<file path="src/rtl/sys_defs.sv">
// rtl/sys_defs.sv - shared types for the multiply issue path
package sys_defs;

    localparam int SYS_XLEN  = 32;
    localparam int SYS_TAG_W = 5;

    typedef enum logic [3:0] {
        ALU_ADD    = 4'd0,
        ALU_SUB    = 4'd1,
        ALU_SLT    = 4'd2,
        ALU_SLTU   = 4'd3,
        ALU_AND    = 4'd4,
        ALU_OR     = 4'd5,
        ALU_XOR    = 4'd6,
        ALU_SLL    = 4'd7,
        ALU_SRL    = 4'd8,
        ALU_SRA    = 4'd9,
        ALU_MUL    = 4'd10,
        ALU_MULH   = 4'd11,
        ALU_MULHSU = 4'd12,
        ALU_MULHU  = 4'd13
    } ALU_FUNC;

    typedef enum logic {
        S_IDLE = 1'b0,
        S_BUSY = 1'b1
    } MIC_STATE;

    typedef struct packed {
        logic [SYS_XLEN-1:0]  opa;
        logic [SYS_XLEN-1:0]  opb;
        ALU_FUNC              func;
        logic [SYS_TAG_W-1:0] tag;
    } MULT_REQ;

endpackage

</file>
<file path="src/rtl/mult_req_fifo.sv">
// rtl/mult_req_fifo.sv - in-order request buffer, two write ports and one pop
module mult_req_fifo #(
    parameter  int W     = 8,
    parameter  int DEPTH = 4,
    localparam int PW    = $clog2(DEPTH),
    localparam int CW    = PW + 1
) (
    input  logic                clock,
    input  logic                reset,
    input  logic                i_flush,
    input  logic [1:0]          i_wr_en,
    input  logic [1:0][W-1:0]   i_wr_data,
    input  logic                i_pop,
    output logic [CW-1:0]       o_count,
    output logic [W-1:0]        o_head
);

    logic [W-1:0]  r_mem [DEPTH];
    logic [PW-1:0] r_wptr;
    logic [PW-1:0] r_rptr;
    logic [CW-1:0] r_count;
    logic [PW-1:0] w_wptr1;
    logic [CW-1:0] w_nwr;

    assign w_wptr1 = r_wptr + PW'(1);
    assign w_nwr   = CW'(i_wr_en[0]) + CW'(i_wr_en[1]);

    // Lane 0 is older, so it takes the first free slot when both lanes write.
    always_ff @(posedge clock) begin
        if (i_wr_en[0]) r_mem[r_wptr] <= i_wr_data[0];
        if (i_wr_en[1]) r_mem[i_wr_en[0] ? w_wptr1 : r_wptr] <= i_wr_data[1];
    end

    always_ff @(posedge clock) begin
        if (reset || i_flush) begin
            r_wptr  <= '0;
            r_rptr  <= '0;
            r_count <= '0;
        end else begin
            r_wptr  <= r_wptr + PW'(w_nwr);
            if (i_pop) r_rptr <= r_rptr + PW'(1);
            r_count <= r_count + w_nwr - CW'(i_pop);
        end
    end

    assign o_count = r_count;
    assign o_head  = r_mem[r_rptr];

endmodule

</file>
<file path="src/rtl/mult_issue_ctrl.sv">
// rtl/mult_issue_ctrl.sv - sequences buffered multiply requests through the shared mlu
module mult_issue_ctrl
    import sys_defs::*;
#(
    parameter int XLEN  = 32,
    parameter int TAG_W = 5,
    parameter int DEPTH = 4
) (
    input  logic                   clock,
    input  logic                   reset,
    input  logic                   refresh,
    input  logic [1:0]             req_valid,
    input  logic [1:0][XLEN-1:0]   req_opa,
    input  logic [1:0][XLEN-1:0]   req_opb,
    input  ALU_FUNC [1:0]          req_func,
    input  logic [1:0][TAG_W-1:0]  req_tag,
    output logic                   req_ready,
    output logic                   mlu_start,
    output logic [XLEN-1:0]        mlu_opa,
    output logic [XLEN-1:0]        mlu_opb,
    output ALU_FUNC                mlu_func,
    output logic                   mlu_refresh,
    input  logic                   mlu_valid,
    input  logic [XLEN-1:0]        mlu_result,
    output logic                   cmp_valid,
    output logic [TAG_W-1:0]       cmp_tag,
    output logic [XLEN-1:0]        cmp_result,
    input  logic                   cmp_ready
);

    localparam int CW    = $clog2(DEPTH) + 1;
    localparam int REQ_W = 2 * XLEN + $bits(ALU_FUNC) + TAG_W;

    typedef struct packed {
        logic [XLEN-1:0]  opa;
        logic [XLEN-1:0]  opb;
        ALU_FUNC          func;
        logic [TAG_W-1:0] tag;
    } mult_req_t;

    MIC_STATE              r_state;
    MIC_STATE              w_next_state;
    logic                  r_start_q;
    logic [XLEN-1:0]       r_opa;
    logic [XLEN-1:0]       r_opb;
    ALU_FUNC               r_func;
    logic [TAG_W-1:0]      r_tag;
    logic                  r_cmp_valid;
    logic [TAG_W-1:0]      r_cmp_tag;
    logic [XLEN-1:0]       r_cmp_result;

    logic [CW-1:0]         w_count;
    mult_req_t             w_head;
    logic [1:0][REQ_W-1:0] w_wr_data;
    logic [1:0]            w_accept;
    logic                  w_issue;
    logic                  w_capture;

    assign req_ready = (w_count <= CW'(DEPTH - 2)) && !refresh;
    assign w_accept  = req_valid & {2{req_ready}};

    always_comb begin
        for (int i = 0; i < 2; i++) begin
            w_wr_data[i] = {req_opa[i], req_opb[i], req_func[i], req_tag[i]};
        end
    end

    mult_req_fifo #(
        .W     (REQ_W),
        .DEPTH (DEPTH)
    ) u_fifo (
        .clock     (clock),
        .reset     (reset),
        .i_flush   (refresh),
        .i_wr_en   (w_accept),
        .i_wr_data (w_wr_data),
        .i_pop     (w_issue),
        .o_count   (w_count),
        .o_head    (w_head)
    );

    // Issue only when the completion register is empty or draining, so a capture never blocks.
    assign w_issue   = (r_state == S_IDLE) && (w_count != '0) &&
                       (!r_cmp_valid || cmp_ready) && !refresh;
    assign w_capture = (r_state == S_BUSY) && mlu_valid && !r_start_q && !refresh;

    always_comb begin
        w_next_state = r_state;
        case (r_state)
            S_IDLE:  if (w_issue)   w_next_state = S_BUSY;
            S_BUSY:  if (w_capture) w_next_state = S_IDLE;
            default: w_next_state = S_IDLE;
        endcase
        if (refresh) w_next_state = S_IDLE;
    end

    always_ff @(posedge clock) begin
        if (reset) r_state <= S_IDLE;
        else       r_state <= w_next_state;
    end

    always_ff @(posedge clock) begin
        if (reset || refresh) r_start_q <= 1'b0;
        else                  r_start_q <= w_issue;
    end

    // Operands and func stay put until the next issue; mlu decodes its result from func.
    always_ff @(posedge clock) begin
        if (reset) begin
            r_opa  <= '0;
            r_opb  <= '0;
            r_func <= ALU_FUNC'(4'd0);
            r_tag  <= '0;
        end else if (w_issue) begin
            r_opa  <= w_head.opa;
            r_opb  <= w_head.opb;
            r_func <= w_head.func;
            r_tag  <= w_head.tag;
        end
    end

    always_ff @(posedge clock) begin
        if (reset) begin
            r_cmp_valid  <= 1'b0;
            r_cmp_tag    <= '0;
            r_cmp_result <= '0;
        end else if (refresh) begin
            r_cmp_valid  <= 1'b0;
        end else if (w_capture) begin
            r_cmp_valid  <= 1'b1;
            r_cmp_tag    <= r_tag;
            r_cmp_result <= mlu_result;
        end else if (cmp_ready) begin
            r_cmp_valid  <= 1'b0;
        end
    end

    assign mlu_start   = r_start_q;
    assign mlu_opa     = r_opa;
    assign mlu_opb     = r_opb;
    assign mlu_func    = r_func;
    assign mlu_refresh = refresh;
    assign cmp_valid   = r_cmp_valid;
    assign cmp_tag     = r_cmp_tag;
    assign cmp_result  = r_cmp_result;

endmodule

</file>
<file path="config.mk">
export PLATFORM = sky130hd
export DESIGN_NAME = mult_issue_ctrl
export DESIGN_NICKNAME = d
export VERILOG_FILES = /design/src/rtl/sys_defs.sv /design/src/rtl/mult_req_fifo.sv /design/src/rtl/mult_issue_ctrl.sv
export SDC_FILE = /design/constraint.sdc
export NUM_CORES = 1
export LEC_CHECK = 0
export ABC_AREA = 0
export CAP_MARGIN = 20
export CORE_UTILIZATION = 55
export DETAILED_ROUTE_END_ITERATION = 7
export PLACE_DENSITY_LB_ADDON = 0.3
export SLEW_MARGIN = 20
export SYNTH_ARGS = -nofsm -noshare
export SYNTH_HDL_FRONTEND = slang
export SYNTH_HIERARCHICAL = 1
export SYNTH_SLANG_ARGS = --single-unit
</file>
<file path="constraint.sdc">
create_clock -name clock -period 4.48 [get_ports clock]
set_input_delay 0.896 -clock clock [delete_from_list [all_inputs] [get_ports clock]]
set_output_delay 0.896 -clock clock [all_outputs]
set_load 0.02 [all_outputs]
</file>
---- Yosys cells after proc, flatten, opt, wreduce, memory -nomap -nowiden ----
Memories as Yosys holds them, arrays and structs flattened. A register that Yosys moved wholly into a read port is not among the register bits.
Index checks and enable logic that the tools add are counted.
operators by class
  $add $sub $neg .......................... 6
  $lt $le $gt $ge ......................... 1
  muxes and demuxes ....................... 10
  bitwise gates (word level) .............. 3
  reduce and logical (&&, ||, !) cells .... 16
operators with widths
  cell                                                                               count
  1-bit two-way mux                                                                  8
  1-bit logical AND                                                                  7
  2-bit by 1-bit adder with 2-bit output (second input constant)                     2
  3-bit adder                                                                        1
  3-bit by 2-bit less-or-equal comparator with 1-bit output (second input constant)  1
  1-bit zero test                                                                    3
  3-bit nonzero test                                                                 1
  3-bit by 1-bit subtractor with 3-bit output                                        1
  1-bit by 1-bit adder with 2-bit output                                             1
  2-bit adder                                                                        1
  2-bit bitwise AND                                                                  1
  1-bit logical OR                                                                   2
  2-bit two-way mux                                                                  1
  1-bit inverter                                                                     2
  1-bit one-hot mux with 2 select lines                                              1
  2-bit AND reduction                                                                1
  2-bit nonzero test                                                                 1
  2-bit OR reduction                                                                 1
storage, ports and cells
  bits in registers ....................... 47
  RAM bits ................................ 292
  memories ................................ 1
memory list
  memory        depth  bits a word  read ports  clocked after Yosys merged registers in  write ports  line                 text
  u_fifo.r_mem  4      73           1           1                                        2            mult_req_fifo.sv:18  logic [W-1:0] r_mem [DEPTH];

---- Logic depth before layout (Yosys ltp) ----
  depth after elaboration ................. 6
  depth in mapped cells ................... 9

---- Cells and area by module ----
Netlist, hierarchy kept.
modules (own cells, without submodules)
  module           times used  cells an instance  area an instance (um2)  seq. area each (um2)
  mult_req_fifo    1           770                14851.7                 8948.6
  mult_issue_ctrl  1           494                4727.0                  2262.2

---- Least setup slack after synthesis ----
OpenSTA, ideal clock, no wires.
  kind .................................... in2reg
  start ................................... input refresh
  end ..................................... memory u_fifo/r_mem[1][0] (netlist bit) (enable)
  setup time .............................. 433 ps
  arrival time ............................ 4082 ps
  data required time ...................... 4047 ps
  setup slack ............................. -35 ps
  stages .................................. 8
  cells stage by stage .................... a211oi_1 and2_1 buf_4 nor3b_1 o21ai_1 buf_2 buf_6 nand2_1
RTL lines
  what                line                   text
  start: declaration  mult_issue_ctrl.sv:11  input logic refresh,
  end: declaration    mult_req_fifo.sv:18

---- Worst setup path in the final report ----
  start ................................... input refresh
  end ..................................... output req_ready
on the way
  longest elaborated chain between the ends .. 2
ends and longest elaborated chain
  what               line                   text
  1-bit zero test    mult_issue_ctrl.sv:59  assign req_ready = (w_count <= CW'(DEPTH - 2)) && !refresh;
  1-bit logical AND  mult_issue_ctrl.sv:59
  end: declaration   mult_issue_ctrl.sv:17  output logic req_ready,
Every way passes these cells.

==> reports/results.ini <==
[sta]
timing.slew.headroom_pct = 31.67
period_share_pct = 73.38
fmax_ghz = 0.3042
setup_tns_ns = 0
rsz0062_at_grt = no
hold_viol_final = 0
clock_skew_ns = 0.01278
fin_crit_ns = 3.288
tightest_slew_ns = 1.025
final.setup.worst_slack_ns = 1.193
setup-violations-final = 0
maxSlewViolCount = 0

[grt]
grt_util_all_layers_pct = 24.09
grt_max_degree = 97
grt_pass1_vias = 11770
grt_overflow = 0
grt_pass1_wl_um = 66830
antenna_found_initial = 5

[synthesis]
synth_top_flop_cell = edfxtp_1
synth_top_area_cell = edfxtp_1
synth_warnings = 6
syn_area_um2 = 19580
synthTopCellsByArea = edfxtp_1 (45%), mux2_2 (13%), dfxtp_1 (12%)
yosysTopAreaCellShare_pct = 44.79
synth.most_common_cell = edfxtp_1
async_reset_ff_share_pct = 0
synth_edf_count = 292
syn_nets = 1457
synth_cell_types = 36
yosysSeqAreaShare_pct = 57.26
synthCells = 1264
postSynthAreaPerCell_um2 = 15.49
synth_common_cells = edfxtp_1 (292), mux2_2 (233), nand2b_1 (149)
ys_ff_latch = 414

[detailed_routing]
vias = 11420
antenna_left = 0
vias_per_cell = 5.596
drt_first_iter_violations = 607
drtPass1Iterations = 4
wl_um = 43900
drc = 0
wl_per_cell_um = 21.52

[clock_network]
clk_pin_slew_ns = 0.05
ctsHoldBuffers = 0
numClockSinks = 414
cts_root_buffer = clkbuf_16
clock_latency_ns = 0.53
cts_tree = built
post_cts_resized = 0
clk_path_buf_depth = 3
post_cts_buffers = 0
cts_max_level = 2
cts_buffers = 44

[setup_path]
cp_max_fo = 3
critPathRequiredTime_ns = 3.58
cp_slowest_cell = clkdlybuf4s50_1
start_kind = input port
crit_type = input port to output pin
cpPeakStageDelay_ns = 0.70
arrival_ns = 2.39
end_kind = output pin
cp_common_cell = clkdlybuf4s50_1
crit_chain = clkdlybuf4s50_1 -> a211oi_1 -> clkdlybuf4s50_1

[place]
io_buffers = 293
dpl-instance-area_um2 = 22940
place.gp.congestion = 0.7588
place_worst_setup_slack_ns = 0.6148
place_hpwl_um = 26810

[power]
ir_worst_vdd_mv = 0.3247
p_leak_nw = 8.139
total_power_mw = 9.151
power.density_nw_per_um2 = 377.2

[die]
core_area_um2 = 34800
die-area_um2 = 36360
start_util_pct = 56.26
io_pins = 294
die_width_um = 190.7
rows = 68
die_y_um = 190.7

[hold_path]
hp-class = register to register

[finish]
area_delta_synth_final_pct = 23.91
fin_util_pct = 69.72
final_area_um2 = 24260
layout-drive-gt1-share_pct = 29.48
nNetsFinal = 1740

[outcome]
status = finished, final reports clean

[job]
cap_violations = 0

## through the flow
stage / instances / hold WS (ns)
final: 2040 / 0.4540
after detailed placement: 1955 / 0.4474
after CTS: 2035 / 0.4555
after global routing: 2038 / 0.4658
after global placement: 1955 / 0.4383
after floorplan: 1264 / 0.4323
## metal layers
layer | vias up | routed length, um | track usage [%]
li1 | 5310 | - | -
met1 | 5692 | 17800 | 29.87
met2 | 344 | 22420 | 42.59
met3 | 67 | 2525 | 4.453
met4 | 2 | 1131 | 7.292
met5 | - | 13 | 0
## area by class of cell
cell class | instances | area (um^2)
timing repair buffer | 325 | 3378
inverter | 8 | 32.53
multi-input combinational | 754 | 7766
clock buffer | 60 | 1202
fill | 2324 | 10540
antenna | 4 | 10.01
tap | 455 | 569.3
sequential | 414 | 11220
clock inverter | 20 | 83.83
## cell usage in the layout, fill, tap and decap left out, drive strengths merged, types with 8 or more instances in the layout
cell type      Yosys  layout
a21oi             37      37
mux2             292     292
mux4              73      73
inv                8       8
clkinv             0      20
nand2             82      82
mux2i             73      73
nand2b           149     149
dfxtp            122     122
nor2               9       9
clkdlybuf4s50      0     292
buf               56      33
clkbuf            32      60
edfxtp           292     292
## flip-flops by register name, indices dropped and copies added, names as in the netlist, named ones only
| name | count |
|---|---|
| cmp_valid | 1 |
| u_fifo/r_wptr | 2 |
| u_fifo/r_mem | 292 |
| u_fifo/r_rptr | 2 |
| mlu_func | 4 |
| cmp_tag | 5 |
| u_fifo/o_count | 3 |
| r_tag | 5 |
| mlu_opb | 32 |
| r_state | 1 |
| mlu_opa | 32 |
| cmp_result | 32 |
| mlu_start | 1 |
## kinds of logic (layout without fill, tap and decap cells)
group | count (synthesis) | after routing | share of synthesized area (%)
muxes | 438 | 438 | 30.05
DFF | 414 | 414 | 57.26
and+or+nand+nor | 255 | 255 | 7.074
buffers and inverters | 96 | 413 | 3.483
AOI/OAI and AO/OA | 45 | 45 | 1.221
adders and majority gates | 8 | 8 | 0.5496
xor gates and xnor gates | 8 | 8 | 0.3579
other | 0 | 4 | 0
## critical path: cells and delay by family
family	cells	cell delay (ns)
buffers and inverters	2	1.15
AOI/OAI and AO/OA	1	0.35
## worst paths after layout
check	start	to	slack, ns	cells after the start
hold reg to reg	cmp_result[10]	cmp_result[10]	0.45	2
setup / recovery	refresh	req_ready	1.19	3
hold / removal	cmp_result[10]	cmp_result[10]	0.45	2
setup reg to reg	u_fifo/o_count[1]	u_fifo/r_mem[2][9]	1.81	7
## power breakdown
group / leakage (nW) / switching (mW) / internal (mW)
combinational: 3.84 / 0.641 / 0.769
clock: 0.632 / 1.42 / 1.87
sequential: 3.66 / 0.0953 / 4.36
total: 8.14 / 2.15 / 7.00
No activity file was read; power rests on OpenSTA's default activity.
